File: src/rtl/pru_pkg.sv
`default_nettype none
// ============================================================================
// pru_pkg : shared beat width, head-beat field positions, TX framing states
// Rev 1.0
// ============================================================================
package pru_pkg;

  localparam int PW = 128;

  localparam int PKT_TYPE_MSB = 127;
  localparam int PKT_TYPE_LSB = 122;
  localparam int PKT_SIZE_MSB = 121;
  localparam int PKT_SIZE_LSB = 114;
  localparam int PKT_SRC_MSB  = 63;
  localparam int PKT_SRC_LSB  = 32;
  localparam int PKT_TRGT_MSB = 31;
  localparam int PKT_TRGT_LSB = 0;

  typedef enum logic [0:0] {
    PRU_TX_HEAD = 1'b0,
    PRU_TX_DATA = 1'b1
  } pru_tx_state_e;

endpackage : pru_pkg
`default_nettype wire

File: src/rtl/pru_port_tx_if.sv
`default_nettype none
// ============================================================================
// pru_port_tx_if : core-side and device-side beat handshakes of one TX port
// Rev 1.0
// ============================================================================
interface pru_port_tx_if #(
  parameter int PW = 128
);
  logic          iCore_vld;
  logic [PW-1:0] iCore_pkt;
  logic          oCore_ack;
  logic          oPort_vld;
  logic [PW-1:0] oPort_pkt;
  logic          iPort_ack;

  // slave: the transmitter itself; master: the core/device environment
  modport slave (
    input  iCore_vld, iCore_pkt, iPort_ack,
    output oCore_ack, oPort_vld, oPort_pkt
  );

  modport master (
    output iCore_vld, iCore_pkt, iPort_ack,
    input  oCore_ack, oPort_vld, oPort_pkt
  );
endinterface : pru_port_tx_if
`default_nettype wire

File: src/rtl/pru_sync_fifo.sv
`default_nettype none
// ============================================================================
// pru_sync_fifo : single-clock power-of-2 FIFO, no bypass when full
// Rev 1.0
// ============================================================================
module pru_sync_fifo #(
  parameter int WIDTH = 128,
  parameter int DEPTH = 4
) (
  input  logic                     clk_i,
  input  logic                     rst_ni,
  input  logic                     push_i,
  input  logic                     pop_i,
  input  logic [WIDTH-1:0]         wdata_i,
  output logic [WIDTH-1:0]         rdata_o,
  output logic                     full_o,
  output logic                     empty_o,
  output logic [$clog2(DEPTH):0]   count_o
);
  localparam int AW = $clog2(DEPTH);

  logic [WIDTH-1:0] mem_q [DEPTH];
  logic [AW-1:0]    wptr_q, wptr_d;
  logic [AW-1:0]    rptr_q, rptr_d;
  logic [AW:0]      count_q, count_d;
  logic             w_push, w_pop;

  assign full_o  = (count_q == (AW+1)'(DEPTH));
  assign empty_o = (count_q == '0);
  assign count_o = count_q;
  assign rdata_o = mem_q[rptr_q];

  assign w_push = push_i && !full_o;
  assign w_pop  = pop_i && !empty_o;

  always_comb begin
    wptr_d  = wptr_q + AW'(w_push);
    rptr_d  = rptr_q + AW'(w_pop);
    count_d = count_q + (AW+1)'(w_push) - (AW+1)'(w_pop);
  end

  // Storage carries no reset; the top masks the head while empty.
  always_ff @(posedge clk_i) begin
    if (w_push) begin
      mem_q[wptr_q] <= wdata_i;
    end
  end

  always_ff @(posedge clk_i or negedge rst_ni) begin
    if (!rst_ni) begin
      wptr_q  <= '0;
      rptr_q  <= '0;
      count_q <= '0;
    end else begin
      wptr_q  <= wptr_d;
      rptr_q  <= rptr_d;
      count_q <= count_d;
    end
  end
endmodule : pru_sync_fifo
`default_nettype wire

File: src/rtl/pru_port_tx.sv
`default_nettype none
// ============================================================================
// pru_port_tx : PRU egress port - beat FIFO, framing, packet count, stall flag
// Rev 1.0
// ============================================================================
module pru_port_tx
  import pru_pkg::*;
#(
  parameter int DEPTH     = 4,
  parameter int STALL_MAX = 1024
) (
  input  logic            iClk,
  input  logic            iRstn,
  pru_port_tx_if.slave    bus,
  output logic            oSof,
  output logic            oEof,
  output logic [15:0]     oPktCnt,
  output logic            oStall,
  input  logic            iStallClr
);
  localparam int AW = $clog2(DEPTH);
  localparam int SW = $clog2(STALL_MAX + 1);

  logic          w_full, w_empty, w_xfer;
  logic [AW:0]   w_count;
  logic [PW-1:0] w_rdata;
  logic [7:0]    w_size;

  pru_tx_state_e state_q;
  logic [7:0]    rem_q;
  logic [15:0]   pktcnt_q;
  logic [SW-1:0] scnt_q;
  logic          stall_q;

  pru_sync_fifo #(
    .WIDTH (PW),
    .DEPTH (DEPTH)
  ) u_fifo (
    .clk_i   (iClk),
    .rst_ni  (iRstn),
    .push_i  (bus.oCore_ack),
    .pop_i   (w_xfer),
    .wdata_i (bus.iCore_pkt),
    .rdata_o (w_rdata),
    .full_o  (w_full),
    .empty_o (w_empty),
    .count_o (w_count)
  );

  assign bus.oCore_ack = bus.iCore_vld && !w_full;
  assign bus.oPort_vld = (w_count != '0);
  assign bus.oPort_pkt = w_empty ? '0 : w_rdata;

  assign w_xfer = bus.oPort_vld && bus.iPort_ack;
  assign w_size = w_rdata[PKT_SIZE_MSB:PKT_SIZE_LSB];

  assign oSof    = bus.oPort_vld && (state_q == PRU_TX_HEAD);
  assign oEof    = bus.oPort_vld && (((state_q == PRU_TX_HEAD) && (w_size == 8'd0)) ||
                                     ((state_q == PRU_TX_DATA) && (rem_q == 8'd1)));
  assign oPktCnt = pktcnt_q;
  assign oStall  = stall_q;

  always_ff @(posedge iClk or negedge iRstn) begin
    if (!iRstn) begin
      state_q  <= PRU_TX_HEAD;
      rem_q    <= 8'd0;
      pktcnt_q <= 16'd0;
      scnt_q   <= '0;
      stall_q  <= 1'b0;
    end else begin
      if (w_xfer) begin
        case (state_q)
          PRU_TX_HEAD: begin
            if (w_size == 8'd0) begin
              pktcnt_q <= pktcnt_q + 16'd1;
            end else begin
              rem_q   <= w_size;
              state_q <= PRU_TX_DATA;
            end
          end
          PRU_TX_DATA: begin
            rem_q <= rem_q - 8'd1;
            if (rem_q == 8'd1) begin
              state_q  <= PRU_TX_HEAD;
              pktcnt_q <= pktcnt_q + 16'd1;
            end
          end
          default: state_q <= PRU_TX_HEAD;
        endcase
      end

      // Clear beats a coincident set; the flag never gates traffic.
      if (iStallClr) begin
        scnt_q  <= '0;
        stall_q <= 1'b0;
      end else begin
        if (scnt_q == SW'(STALL_MAX)) begin
          stall_q <= 1'b1;
        end
        if (!bus.oPort_vld || w_xfer) begin
          scnt_q <= '0;
        end else if (scnt_q != SW'(STALL_MAX)) begin
          scnt_q <= scnt_q + SW'(1);
        end
      end
    end
  end
endmodule : pru_port_tx
`default_nettype wire

File: src/flat_wrapper.sv
// flat-port wrapper written by rule: the top's interface ports become plain ports
module pru_port_tx_flat import pru_pkg::*;
#(
  parameter int DEPTH     = 4,
  parameter int STALL_MAX = 1024
)
  (iClk, iRstn, oSof, oEof, oPktCnt, oStall, iStallClr, bus_iCore_vld, bus_iCore_pkt, bus_iPort_ack, bus_oCore_ack, bus_oPort_vld, bus_oPort_pkt);
  pru_port_tx_if bus_i ();
  input  logic iClk;
  input  logic iRstn;
  output logic oSof;
  output logic oEof;
  output logic [15:0] oPktCnt;
  output logic oStall;
  input  logic iStallClr;
  input wire logic [$bits(bus_i.iCore_vld)-1:0] bus_iCore_vld;
  input wire logic [$bits(bus_i.iCore_pkt)-1:0] bus_iCore_pkt;
  input wire logic [$bits(bus_i.iPort_ack)-1:0] bus_iPort_ack;
  output wire logic [$bits(bus_i.oCore_ack)-1:0] bus_oCore_ack;
  output wire logic [$bits(bus_i.oPort_vld)-1:0] bus_oPort_vld;
  output wire logic [$bits(bus_i.oPort_pkt)-1:0] bus_oPort_pkt;
  assign bus_i.iCore_vld = bus_iCore_vld;
  assign bus_i.iCore_pkt = bus_iCore_pkt;
  assign bus_i.iPort_ack = bus_iPort_ack;
  assign bus_oCore_ack = bus_i.oCore_ack;
  assign bus_oPort_vld = bus_i.oPort_vld;
  assign bus_oPort_pkt = bus_i.oPort_pkt;
  pru_port_tx #(.DEPTH(DEPTH), .STALL_MAX(STALL_MAX)) u_core (.iClk(iClk), .iRstn(iRstn), .bus(bus_i), .oSof(oSof), .oEof(oEof), .oPktCnt(oPktCnt), .oStall(oStall), .iStallClr(iStallClr));
endmodule
File: config.mk
export PLATFORM = sky130hd
export DESIGN_NAME = pru_port_tx_flat
export DESIGN_NICKNAME = d
export VERILOG_FILES = /design/src/rtl/pru_pkg.sv /design/src/rtl/pru_port_tx_if.sv /design/src/rtl/pru_sync_fifo.sv /design/src/rtl/pru_port_tx.sv /design/src/flat_wrapper.sv
export SDC_FILE = /design/constraint.sdc
export NUM_CORES = 1
export LEC_CHECK = 0
export CAP_MARGIN = 20
export CORE_MARGIN = 10
export CORE_UTILIZATION = 55
export DETAILED_ROUTE_END_ITERATION = 8
export PLACE_DENSITY = 0.9
export REMOVE_ABC_BUFFERS = 1
export SYNTH_ARGS = -nofsm -noshare
export SYNTH_HDL_FRONTEND = slang
export SYNTH_SLANG_ARGS = --single-unit
File: constraint.sdc
create_clock -name iClk -period 12.59 [get_ports iClk]
set_clock_uncertainty 0.2 [all_clocks]
set_input_delay 1.259 -clock iClk [delete_from_list [all_inputs] [get_ports iClk]]
set_output_delay 1.259 -clock iClk [all_outputs]
set_load 0.05 [all_outputs]
==> reports/metrics.yaml <==
status:
  status: "complete, no violations"
final_layout:
  nFillCells: 2330
  footprint_of_the_multi_input_gates_um2: 4910
  sequential_cell_area_um2: 16500
  final_util_pct: 68.9
  post_route_cells_drive_above_1_share_pct: 17.4
  syn_to_final_growth_pct: 23.5
  design.final.nets: 1485
clock_network:
  tritoncts: "yes"
  cts-htree-levels: 2
  insertion_delay_ns: 0.59
  cts-root-to-sink-buffers: 3
  clkSlewWorstSetupHoldPaths_ns: 0.06
  cts.repair_timing.setup_buffer_count: 0
  ctsResizeCount: 0
  number_of_buffers_created_by_cts: 53
  cts.sink_count: 556
  cts_hold_buffers: 0
  cts-root-buf: "sky130_fd_sc_hd__clkbuf_16"
yosys:
  synth-main-ff-cell: "sky130_fd_sc_hd__edfxtp_1"
  synth_enable_flop_cells: 512
  yosys.cell_count.top_type: "sky130_fd_sc_hd__edfxtp_1"
  netlist-cell-type-count: 44
  synth.top_cells.by_count: "sky130_fd_sc_hd__edfxtp_1 (512), sky130_fd_sc_hd__and2_1 (130), sky130_fd_sc_hd__mux4_2 (128)"
  synth.yosys.seq_area_share_pct: 76.2
  synth-warning-count: 0
  synth-async-reset-ratio_pct: 7.91
  postSynthRegisterBits: 556
  post-synth-top-area-cell: "sky130_fd_sc_hd__edfxtp_1"
  yosysTopAreaCellShare_pct: 71.1
  gate_count_of_the_mapped_netlist: 1046
  netlist_top_cells_area: "sky130_fd_sc_hd__edfxtp_1 (71%), sky130_fd_sc_hd__mux4_2 (13%), sky130_fd_sc_hd__dfrtp_1 (5.1%)"
  netlist_area_before_placement_um2: 21600
  synthesized_area_divided_by_synthesized_cell_count_um2: 20.7
placed_design:
  dpl_worst_slack_ns: 6.15
  gp_congestion: 0.833
  port_buffers: 281
  total_half_perimeter_wirelength_after_legalization_and_detailed_placement_um: 28000
floorplan:
  floorplan.die_area_um2: 47600
  io_pins: 282
  die-width_um: 218
  initial_utilization_pct: 55.8
  core_area_um2: 38700
  floorplan.rows: 72
  chipHeight_um: 218
route:
  vias_per_cell: 5.80
  drt-wirelength-per-cell_um: 24.3
  wl_um: 46200
  drt_pre_antenna_iters: 5
  detail-route-antenna-nets: 0
  drt_iter0_drc: 1030
  remaining_drc_errors: 0
  vias: 11100
timing:
  totalNegativeSetupSlack_ns: 0
  final-setup-viol-count: 0
  worst_slack_ns: 5.64
  report.final.hold_viol_count: 0
  whs_ns: 0.268
  total_count_of_max_transition_violations_in_the_final_report: 0
  maxClockFrequency_ghz: 0.144
  layout_worst_path_cycle_share_pct: 55.2
  period_needed_ns: 6.95
  worstMarginPinSlew_ns: 0.982
  max-slew-margin-rel_pct: 34.2
  rsz0062_at_grt: "no"
power_and_ir_drop:
  peakVddDrop_v: 0.000340
  p_leak_nw: 8.83
  cellPowerDensity_nw_per_um2: 277
  design_power_total_mw: 7.39
worst_setup_path:
  worst_setup_path_category: "flop to output pin"
  critical_path_peak_fanout: 44
  setup.worst_path.end_class: "output pin"
  worst-endpoint-arrival_ns: 5.49
  critical_path_required_ns: 11.13
  worstSetupStartpointType: "flop"
job:
  maxCapViolCount: 0
grt:
  grt_remaining_overflow: 0
  use_met1_pct: 25.1
  gr-usage-met3_pct: 5.98
  groute.usage.overall_pct: 19.3
  antenna_found_initial: 11
  number_of_global_route_vias_before_repair: 11600
  use_met2_pct: 31.1
  grt-busiest-layer: "met2"
  grt_start_max_net_pins: 129
  grt_first_pass_wirelength_um: 70200
min_path:
  worst_hold_path_type: "input pin to asynchronous set/reset pin"
## cells by family after synthesis
group | after synthesis | synth area share (%)
buf+inv | 63 | 1.24
flops | 556 | 76.2
mux | 129 | 13.4
xor+xnor | 31 | 1.26
compound gates | 40 | 1.57
fa+ha+maj | 8 | 0.498
simple gates | 219 | 5.86
## layer usage
| layer | routed length, um | share of wire (%) |
|---|---|---|
| met1 | 18200 | 39 |
| met3 | 3960 | 8.6 |
| met2 | 22900 | 50 |
| met5 | 126 | 0.27 |
| met4 | 1010 | 2.2 |
## sequential cells by signal, summed over array words and instances, names as in the netlist
name,cells
u_core.oPktCnt,16
u_core.state_q,1
u_core.u_fifo.wptr_q,2
u_core.u_fifo.count_o,3
u_core.u_fifo.mem_q,512
u_core.oStall,1
u_core.rem_q,8
u_core.u_fifo.rptr_q,2
u_core.scnt_q,11
## final cells by class
class / count / area share [%]
clock inverter: 25 / 0.834
multi-input combinational: 427 / 18.4
timing repair buffer: 295 / 11.0
antenna: 2 / 0.0187
tap: 518 / 2.43
sequential: 556 / 61.7
inverter: 11 / 0.159
clock buffer: 71 / 5.41
## metrics by stage
stage,instance area [um^2],std cells
global placement,25000,1805
global route,26700,1904
floorplan,21400,994
CTS,26700,1901
detailed placement,25000,1805
finish,26700,1905
## cell usage in the layout (no fill, tap or decap), types with 13 or more instances in the layout
cell | Yosys | layout
sky130_fd_sc_hd__xor2_1 | 21 | 21
sky130_fd_sc_hd__mux4_2 | 128 | 128
sky130_fd_sc_hd__clkbuf_16 | 0 | 53
sky130_fd_sc_hd__clkbuf_1 | 33 | 13
sky130_fd_sc_hd__and2_1 | 130 | 130
sky130_fd_sc_hd__nor2_1 | 23 | 22
sky130_fd_sc_hd__clkdlybuf4s50_1 | 0 | 280
sky130_fd_sc_hd__nand2_1 | 17 | 17
sky130_fd_sc_hd__dfrtp_1 | 44 | 42
sky130_fd_sc_hd__edfxtp_1 | 512 | 512
sky130_fd_sc_hd__nand3_1 | 15 | 15
## power breakdown
part	internal, mW	switching (mW)	total (mW)
clock network	0.850	0.660	1.51
registers	2.42	0.165	2.59
logic	1.21	2.08	3.29
total	4.48	2.90	7.39
## worst paths after layout
kind | startpoint | end | slack (ns) | cells after the start
max | u_core.u_fifo.rptr_q[0] | oEof | 5.64 | 6
min | iRstn | u_core.scnt_q[0] | 0.27 | 1
max reg2reg | u_core.u_fifo.rptr_q[0] | u_core.oPktCnt[1] | 7.83 | 6
min reg2reg | u_core.oPktCnt[8] | u_core.oPktCnt[8] | 0.30 | 1
max in group asynchronous | iRstn | u_core.u_fifo.rptr_q[1] | 11.44 | 2
min in group iClk | u_core.oPktCnt[8] | u_core.oPktCnt[8] | 0.30 | 1
## worst max-delay path, cell delays in order (launching register included)
cell,delay (ns)
sky130_fd_sc_hd__dfrtp_4,0.96
sky130_fd_sc_hd__buf_4,0.80
sky130_fd_sc_hd__mux4_2,0.63
sky130_fd_sc_hd__or4_4,0.55
sky130_fd_sc_hd__or3_1,0.71
sky130_fd_sc_hd__a21oi_1,0.27
sky130_fd_sc_hd__clkdlybuf4s50_1,0.85
Power figures use the tool's default switching activity.
